===== src/rtl/mips_pkg.sv =====
// Shared definitions for the data-memory path: access-size encodings, dmem FSM states,
// and the lane helpers used when a request is accepted.
package mips_pkg;

  localparam logic [1:0] SZ_BYTE = 2'b00;
  localparam logic [1:0] SZ_HALF = 2'b01;
  localparam logic [1:0] SZ_WORD = 2'b10;

  typedef enum logic [1:0] {
    ST_IDLE   = 2'b00,
    ST_ACCESS = 2'b01,
    ST_DONE   = 2'b10
  } dmem_state_e;

  // Encoding 2'b11 behaves exactly like a word access.
  function automatic logic is_misaligned(input logic [1:0] size, input logic [1:0] lo);
    case (size)
      SZ_BYTE: return 1'b0;
      SZ_HALF: return lo[0];
      default: return lo != 2'b00;
    endcase
  endfunction

  function automatic logic [3:0] lane_be(input logic [1:0] size, input logic [1:0] lo);
    case (size)
      SZ_BYTE: return 4'b0001 << lo;
      SZ_HALF: return 4'b0011 << lo;
      default: return 4'b1111;
    endcase
  endfunction

  function automatic logic [31:0] lane_wdata(input logic [1:0] size, input logic [31:0] wd);
    case (size)
      SZ_BYTE: return {4{wd[7:0]}};
      SZ_HALF: return {2{wd[15:0]}};
      default: return wd;
    endcase
  endfunction

endpackage


===== src/rtl/load_extend.sv =====
// Pure combinational: pulls the addressed byte/half out of a memory word and sign- or
// zero-extends it; word loads pass straight through.
module load_extend
  import mips_pkg::*;
(
  input  logic [31:0] rdata,
  input  logic [1:0]  size,
  input  logic [1:0]  addr_lo,
  input  logic        ld_unsigned,
  output logic [31:0] data
);

  logic [31:0] shifted;

  always_comb begin
    shifted = rdata >> {addr_lo, 3'b000};
    if (size == SZ_BYTE) begin
      data = ld_unsigned ? {24'b0, shifted[7:0]} : {{24{shifted[7]}}, shifted[7:0]};
    end else if (size == SZ_HALF) begin
      data = ld_unsigned ? {16'b0, shifted[15:0]} : {{16{shifted[15]}}, shifted[15:0]};
    end else begin
      data = rdata;
    end
  end

endmodule


===== src/rtl/dmem_ctrl.sv =====
// Load/store controller: accepts one aligned access from the core, runs a req/ack memory
// handshake, stalls the core for 2+ cycles, aborts after TIMEOUT_CYCLES without ack.
module dmem_ctrl
  import mips_pkg::*;
#(
  parameter int unsigned TIMEOUT_CYCLES = 255
) (
  input  logic        clk,
  input  logic        reset,
  input  logic        memread,
  input  logic        memwrite,
  input  logic [1:0]  size,
  input  logic        ld_unsigned,
  input  logic [31:0] addr,
  input  logic [31:0] writedata,
  output logic [31:0] readdata,
  output logic        stall,
  output logic        misaligned,
  output logic        timeout,
  output logic        m_req,
  output logic        m_we,
  output logic [29:0] m_addr,
  output logic [3:0]  m_be,
  output logic [31:0] m_wdata,
  input  logic [31:0] m_rdata,
  input  logic        m_ack
);

  localparam int CW = $clog2(TIMEOUT_CYCLES + 1);
  localparam logic [CW-1:0] CNT_LAST = CW'(TIMEOUT_CYCLES - 1);

  dmem_state_e state_q, state_d;
  logic [31:0] rdata_q, rdata_d;
  logic        we_q, we_d;
  logic [29:0] addr_q, addr_d;
  logic [1:0]  lo_q, lo_d;
  logic [1:0]  size_q, size_d;
  logic        uns_q, uns_d;
  logic [3:0]  be_q, be_d;
  logic [31:0] wdata_q, wdata_d;
  logic [CW-1:0] cnt_q, cnt_d;
  logic        to_flag_q, to_flag_d;

  logic        req;
  logic        fault;
  logic [31:0] load_val;

  load_extend u_load_extend (
    .rdata       (m_rdata),
    .size        (size_q),
    .addr_lo     (lo_q),
    .ld_unsigned (uns_q),
    .data        (load_val)
  );

  assign req   = memread | memwrite;
  assign fault = is_misaligned(size, addr[1:0]);

  always_comb begin
    state_d    = state_q;
    rdata_d    = rdata_q;
    we_d       = we_q;
    addr_d     = addr_q;
    lo_d       = lo_q;
    size_d     = size_q;
    uns_d      = uns_q;
    be_d       = be_q;
    wdata_d    = wdata_q;
    cnt_d      = cnt_q;
    to_flag_d  = to_flag_q;
    stall      = 1'b0;
    misaligned = 1'b0;
    timeout    = 1'b0;
    m_req      = 1'b0;

    case (state_q)
      ST_IDLE: begin
        if (req && fault) begin
          misaligned = 1'b1;
          rdata_d    = '0;
        end else if (req) begin
          stall     = 1'b1;
          state_d   = ST_ACCESS;
          we_d      = memwrite;
          addr_d    = addr[31:2];
          lo_d      = addr[1:0];
          size_d    = size;
          uns_d     = ld_unsigned;
          be_d      = lane_be(size, addr[1:0]);
          wdata_d   = lane_wdata(size, writedata);
          cnt_d     = '0;
          to_flag_d = 1'b0;
        end
      end
      ST_ACCESS: begin
        m_req = 1'b1;
        stall = 1'b1;
        // An ack arriving on the final allowed cycle still completes normally.
        if (m_ack) begin
          state_d = ST_DONE;
          if (!we_q) rdata_d = load_val;
        end else if (cnt_q == CNT_LAST) begin
          state_d   = ST_DONE;
          to_flag_d = 1'b1;
          rdata_d   = '0;
        end else begin
          cnt_d = cnt_q + 1'b1;
        end
      end
      ST_DONE: begin
        timeout = to_flag_q;
        state_d = ST_IDLE;
      end
      default: state_d = ST_IDLE;
    endcase
  end

  always_ff @(posedge clk) begin
    if (reset) begin
      state_q   <= ST_IDLE;
      rdata_q   <= '0;
      we_q      <= 1'b0;
      addr_q    <= '0;
      lo_q      <= '0;
      size_q    <= '0;
      uns_q     <= 1'b0;
      be_q      <= '0;
      wdata_q   <= '0;
      cnt_q     <= '0;
      to_flag_q <= 1'b0;
    end else begin
      state_q   <= state_d;
      rdata_q   <= rdata_d;
      we_q      <= we_d;
      addr_q    <= addr_d;
      lo_q      <= lo_d;
      size_q    <= size_d;
      uns_q     <= uns_d;
      be_q      <= be_d;
      wdata_q   <= wdata_d;
      cnt_q     <= cnt_d;
      to_flag_q <= to_flag_d;
    end
  end

  assign readdata = rdata_q;
  assign m_we     = we_q;
  assign m_addr   = addr_q;
  assign m_be     = be_q;
  assign m_wdata  = wdata_q;

endmodule


===== config.mk =====
export PLATFORM = sky130hd
export DESIGN_NAME = dmem_ctrl
export DESIGN_NICKNAME = d
export VERILOG_FILES = /design/src/rtl/mips_pkg.sv /design/src/rtl/load_extend.sv /design/src/rtl/dmem_ctrl.sv
export SDC_FILE = /design/constraint.sdc
export NUM_CORES = 1
export LEC_CHECK = 0
export ABC_AREA = 1
export CORE_ASPECT_RATIO = 0.75
export CORE_UTILIZATION = 48
export DETAILED_ROUTE_END_ITERATION = 16
export PLACE_DENSITY = 0.85
export SYNTH_ARGS = -nofsm -noshare
export SYNTH_HDL_FRONTEND = slang
export SYNTH_SLANG_ARGS = --single-unit

===== constraint.sdc =====
create_clock -name clk -period 3.4 [get_ports clk]
set_input_delay 0.34 -clock clk [delete_from_list [all_inputs] [get_ports clk]]
set_output_delay 0.34 -clock clk [all_outputs]
set_load 0.01 [all_outputs]

* Yosys cells after proc, flatten, opt, wreduce, memory -nomap -nowiden
Cells that the tools add are included.
** Word-level totals
- Register bits :: 115
- Input bits :: 104
- Output and inout bits :: 103
- Logic and storage cells :: 75
** Cells by class
- Add/sub/neg operators :: 1
- Equal/unequal tests :: 13
- Shift-type cells :: 3
- Muxes and demuxes :: 34
- Bitwise operators :: 2
- Reductions and logical operators :: 11
** Operators by type and width (count)
- $mux W32 :: 8
- $pmux W32 S2 :: 2
- $mux W8 :: 4
- $shr A32 B5 Y16 :: 1
- $pmux W8 S2 :: 1
- $ne A2 B2 Y1 const B :: 6
- $mux W1 :: 10
- $reduce_and A5 Y1 :: 2
- $add A8 B1 Y8 const B :: 1
- $eq A8 B8 Y1 const B :: 1
- $mux W2 :: 4
- $pmux W4 S2 :: 1
- $eq A2 B1 Y1 const B :: 3
- $logic_not A2 Y1 :: 3
- $ne A3 B3 Y1 const B :: 2
- $pmux W1 S2 :: 3
- $reduce_and A3 Y1 :: 2
- $pmux W2 S2 :: 1
- $reduce_and A4 Y1 :: 1
- $reduce_bool A2 Y1 :: 2
- $shl A1 B2 Y4 const A :: 1
- $shl A2 B2 Y4 const A :: 1
- $eq A2 B2 Y1 const B :: 1
- $logic_and A1 B1 Y1 :: 1
- other kinds (2) :: 2

* Longest topological paths before layout
- Word-level depth :: 7
- Gate-level depth with buffers :: 13
- Mapped depth without buffers :: 11

* Cells and area by module
From an unflattened synthesis, not the netlist that was laid out.
** Second synthesis, totals
- Cell total of the unflattened synthesis :: 888
- Area, all modules :: 5780.5 um^2
** By module, submodules not included
- dmem_ctrl :: instances 1, cells each 717, area an instance 4961.0 um^2, sequential area each 2302.2 um^2
- load_extend :: instances 1, cells each 171, area an instance 819.5 um^2, sequential area each 0.0 um^2

* Worst setup path after synthesis
No wires, ideal clock.
- Kind :: input -> output
- From :: input size[0]
- To :: output stall
- Data arrival time :: 1278 ps
- Data required time :: 3060 ps
- Slack :: 1782 ps
- Cell stages on the path :: 8
- Buffers on the path :: 1
- Cell sequence :: inv_1 > nor2_4 > nand2_4 > nand2_4 > nor2_4 > inv_4 > clkbuf_1 > nand2_1
** On the way
- Cells in the longest elaborated chain, start to end :: 5
- Elaborated cells between the ends (all ways) :: 6
- Those cells by class :: eq/ne (1); mux (3); reduce/logical (2)
** Ends and longest elaborated chain
- start, declared :: line dmem_ctrl.sv:12 : input logic [1:0] size,
- $eq A2 B1 Y1 / $logic_not A2 Y1 (equally long branches) :: line mips_pkg.sv:17 : case (size)
- $pmux W1 S2 * :: line mips_pkg.sv:17
- $logic_and A1 B1 Y1 * :: line dmem_ctrl.sv:78 : if (req && fault) begin
- $mux W1 * :: line dmem_ctrl.sv:78
- $pmux W1 S2 * :: line dmem_ctrl.sv:76 : case (state_q)
- end, declared :: line dmem_ctrl.sv:17 : output logic stall,
Every way passes the cells marked *; elsewhere a longest branch is shown, timed or not.

* Worst setup path after layout
- From :: input size[1]
- To :: output stall
Same word-level chain as after synthesis.

==> results.sh <==
export IMPL_routedWlPerCell_um=15.19
export IMPL_synth_cell_area_sq_um=5334
export IMPL_synth_warnings=0
export IMPL_vias_per_cell=5.254
export IMPL_core_rowCount=32
export IMPL_critPathKind="in2out"
export IMPL_fmax_mhz=377.7
export IMPL_die_x_um=123.7
export IMPL_fin_setup_tns_ns=0
export IMPL_synth_area_leaders="dfxtp_1 (43%), nand2_1 (12%), nor2_1 (12%)"
export IMPL_finalCritPeriodShare=0.7787
export IMPL_start_util=0.5065
export IMPL_slew_limit_headroom=0.5336
export IMPL_cts_setup_buffers=0
export IMPL_clk_latency_ns=0.42
export IMPL_slowest_delay_ns=0.54
export IMPL_p_per_area_nw_per_um2=500.8
export IMPL_async_flop_share=0
export IMPL_grt_pass1_wl_mm=27.08
export IMPL_cts_tree="built"
export IMPL_period_minus_slack_ns=2.647
export IMPL_area_growth_pct=49.38
export IMPL_die_h_um=93.29
export IMPL_crit_path_frequent_cell="clkdlybuf4s50_1"
export IMPL_crit_slowest_cell="clkdlybuf4s50_1"
export IMPL_cp_end_kind="output pin"
export IMPL_port_buffers=206
export IMPL_seq_area_sq_um=2302
export IMPL_grtUsageTotal=0.3065
export IMPL_grt_pass1_vias=5466
export IMPL_cp_max_fo=16
export IMPL_skew_ns=0.007383
export IMPL_drt_wl_total_mm=16.92
export IMPL_multiInputGateArea_sq_um=2606
export IMPL_gr_total_overflow=0
export IMPL_start_kind="input port"
export IMPL_path_clk_slew_ns=0.05
export IMPL_final_setup_viol_count=0
export IMPL_netlist_instances=773
export IMPL_post_cts_resized=0
export IMPL_hold_path_class="in2reg"
export IMPL_synth_xor_area_frac=0.003284
export IMPL_required_ns=3.06
export IMPL_r2r_cells=12
export IMPL_antenna_found_initial=0
export IMPL_synth_edff_count=0
export IMPL_cp_top_family="buffers and inverters"
export IMPL_cts_made_buffers=17
export IMPL_synth_nets=879
export IMPL_synth_seq_area_share=0.4316
export IMPL_fp_coreArea_sq_um=10530
export IMPL_drv_slew=0
export IMPL_hold_buffers=0
export IMPL_muxShareOfSynthArea=0
export IMPL_synth_seq_cells=115
export IMPL_max_cap_viol_count=0
export IMPL_status="complete, no violations"
export IMPL_hpwlAfterDp_mm=12.14
export IMPL_peakVddDrop_mv=0.3764
export IMPL_synthFlopType="dfxtp_1"
export IMPL_nNetsFinal=1072
export IMPL_leakage_nw=3.238
export IMPL_hold_viol=0
export IMPL_num_antenna_cells=0
export IMPL_critPathBufInv=4
export IMPL_synth_adder_area_share=0.004692
export IMPL_via_count=5853
export IMPL_avgSynthCellArea_sq_um=6.900
export IMPL_gp_congestion=0.9716
export IMPL_cts_sinks=115
export IMPL_fill_cells=797
export IMPL_worstSetupPathDepth=8
export IMPL_synth_top_area_share=0.4316
export IMPL_h_tree_depth=4
export IMPL_drc=0
export IMPL_yosysTopAreaCell="dfxtp_1"
export IMPL_r2r_slack_ns=1.21
export IMPL_synth_compound_area_share=0.1687
export IMPL_die_area_sq_um=11540
export IMPL_antenna_left=0
export IMPL_worstMarginPinSlew_ns=0.6970
export IMPL_drt_first_pass_iters=6
export IMPL_cts_buffer_depth=2
export IMPL_drive_gt1_frac=0.07566
export IMPL_rsz0062_at_grt="no"
export IMPL_synth_top_family_by_area="simple AND/OR/NAND/NOR gates"
export IMPL_synthSimpleGateAreaFrac=0.3120
export IMPL_worstPathCellList="clkdlybuf4s50_1 > buf_4 > o21ai_2 > nand2_4 > nor2_4 > inv_4 > nand2_1 > clkdlybuf4s50_1"
export IMPL_cts_root_buf="clkbuf_16"
export IMPL_crit_arrival_ns=2.31
export IMPL_ys_types=36
export IMPL_p_total_mw=3.990
export IMPL_whs_path_depth=2
export IMPL_grt_max_degree=52
export IMPL_first_iter_violations=538
export IMPL_pin_count=207
==> per-layer routing <==
layer	GRT usage	part of all wire
met4	0.1195	0.024
met5	0	0
met1	0.4173	0.44
met3	0.08963	0.10
met2	0.4523	0.44
==> path summary, 6_finish.rpt <==
path | end | startpoint
worst max-delay path | stall | size[1]
worst min-delay path | readdata[13] | reset
worst max register to register | readdata[12] | cnt_q[0]
worst min register to register | m_be[0] | m_be[0]
==> sequential cells by signal, indices dropped and copies added (netlist names) <==
name,flops
m_we,1
readdata,32
m_wdata,32
uns_q,1
state_q,2
size_q,2
m_addr,30
m_be,4
cnt_q,8
to_flag_q,1
lo_q,2
==> where the power goes <==
part	internal (mW)	switching, mW	leakage, nW	total, mW
Combinational	0.387	0.442	2.04	0.829
Clock	1.01	0.640	0.256	1.65
Sequential	1.45	0.0591	0.942	1.51
==> cell usage in the layout, fill, tap and decap left out, drive strengths merged, types with 11 or more instances in the layout <==
master	Yosys	final
nor2	172	172
clkdlybuf4s50	0	205
buf	20	11
o21ai	73	73
dfxtp	115	115
a21oi	46	46
nand2	173	173
clkbuf	22	18
inv	53	54
a31oi	15	15
nand3	41	41
==> stage by stage <==
step                instance area, sq um  utilization  hold slack [ns]  worst slack [ns]  cells
floorplan                           5334            -           0.4367             1.782    773
detailed placement                  7416       0.7043           0.4377            0.7827   1083
CTS                                 7968       0.7567           0.3080            0.7706   1114
global placement                    7416       0.7043           0.4294            0.8264   1083
finish                              7968       0.7567           0.3124            0.7525   1114
global route                        7968       0.7567           0.3255            0.6547   1114
==> synthesized netlist by cell type (4+ instances only) <==
master,instances
buf_2,13
inv_1,50
nor2_2,4
nand3_2,4
o211ai_1,8
dfxtp_1,115
o22ai_1,8
clkbuf_1,22
nor2_1,165
or2_2,7
a21oi_1,43
a22o_1,8
nand3_1,37
a31oi_1,15
o21ai_0,70
nand2_1,167
==> worst reg2reg max path, delay by kind of cell, from the launching register on <==
family	cells	cell delay, ns
AOI/OAI and AO/OA	1	0.16
and+or+nand+nor	7	0.73
DFF	1	0.39
adders and majority gates	1	0.21
buffers and inverters	3	0.65
==> cells by family after synthesis <==
family	Yosys count
flip-flops	115
AND/OR/NAND/NOR	398
AO/OA/AOI/OAI	160
buffers and inverters	96
adder cells (fa/ha/maj)	2
XOR/XNOR	2
==> layout make-up <==
cell class,count,share of cell area
timing repair buffer,216,0.2676
clock buffer,18,0.05512
clock inverter,13,0.01413
inverter,54,0.02575
multi-input combinational,562,0.3271
sequential,115,0.2889
tap,136,0.02136
Power figures use the tool's default switching activity.
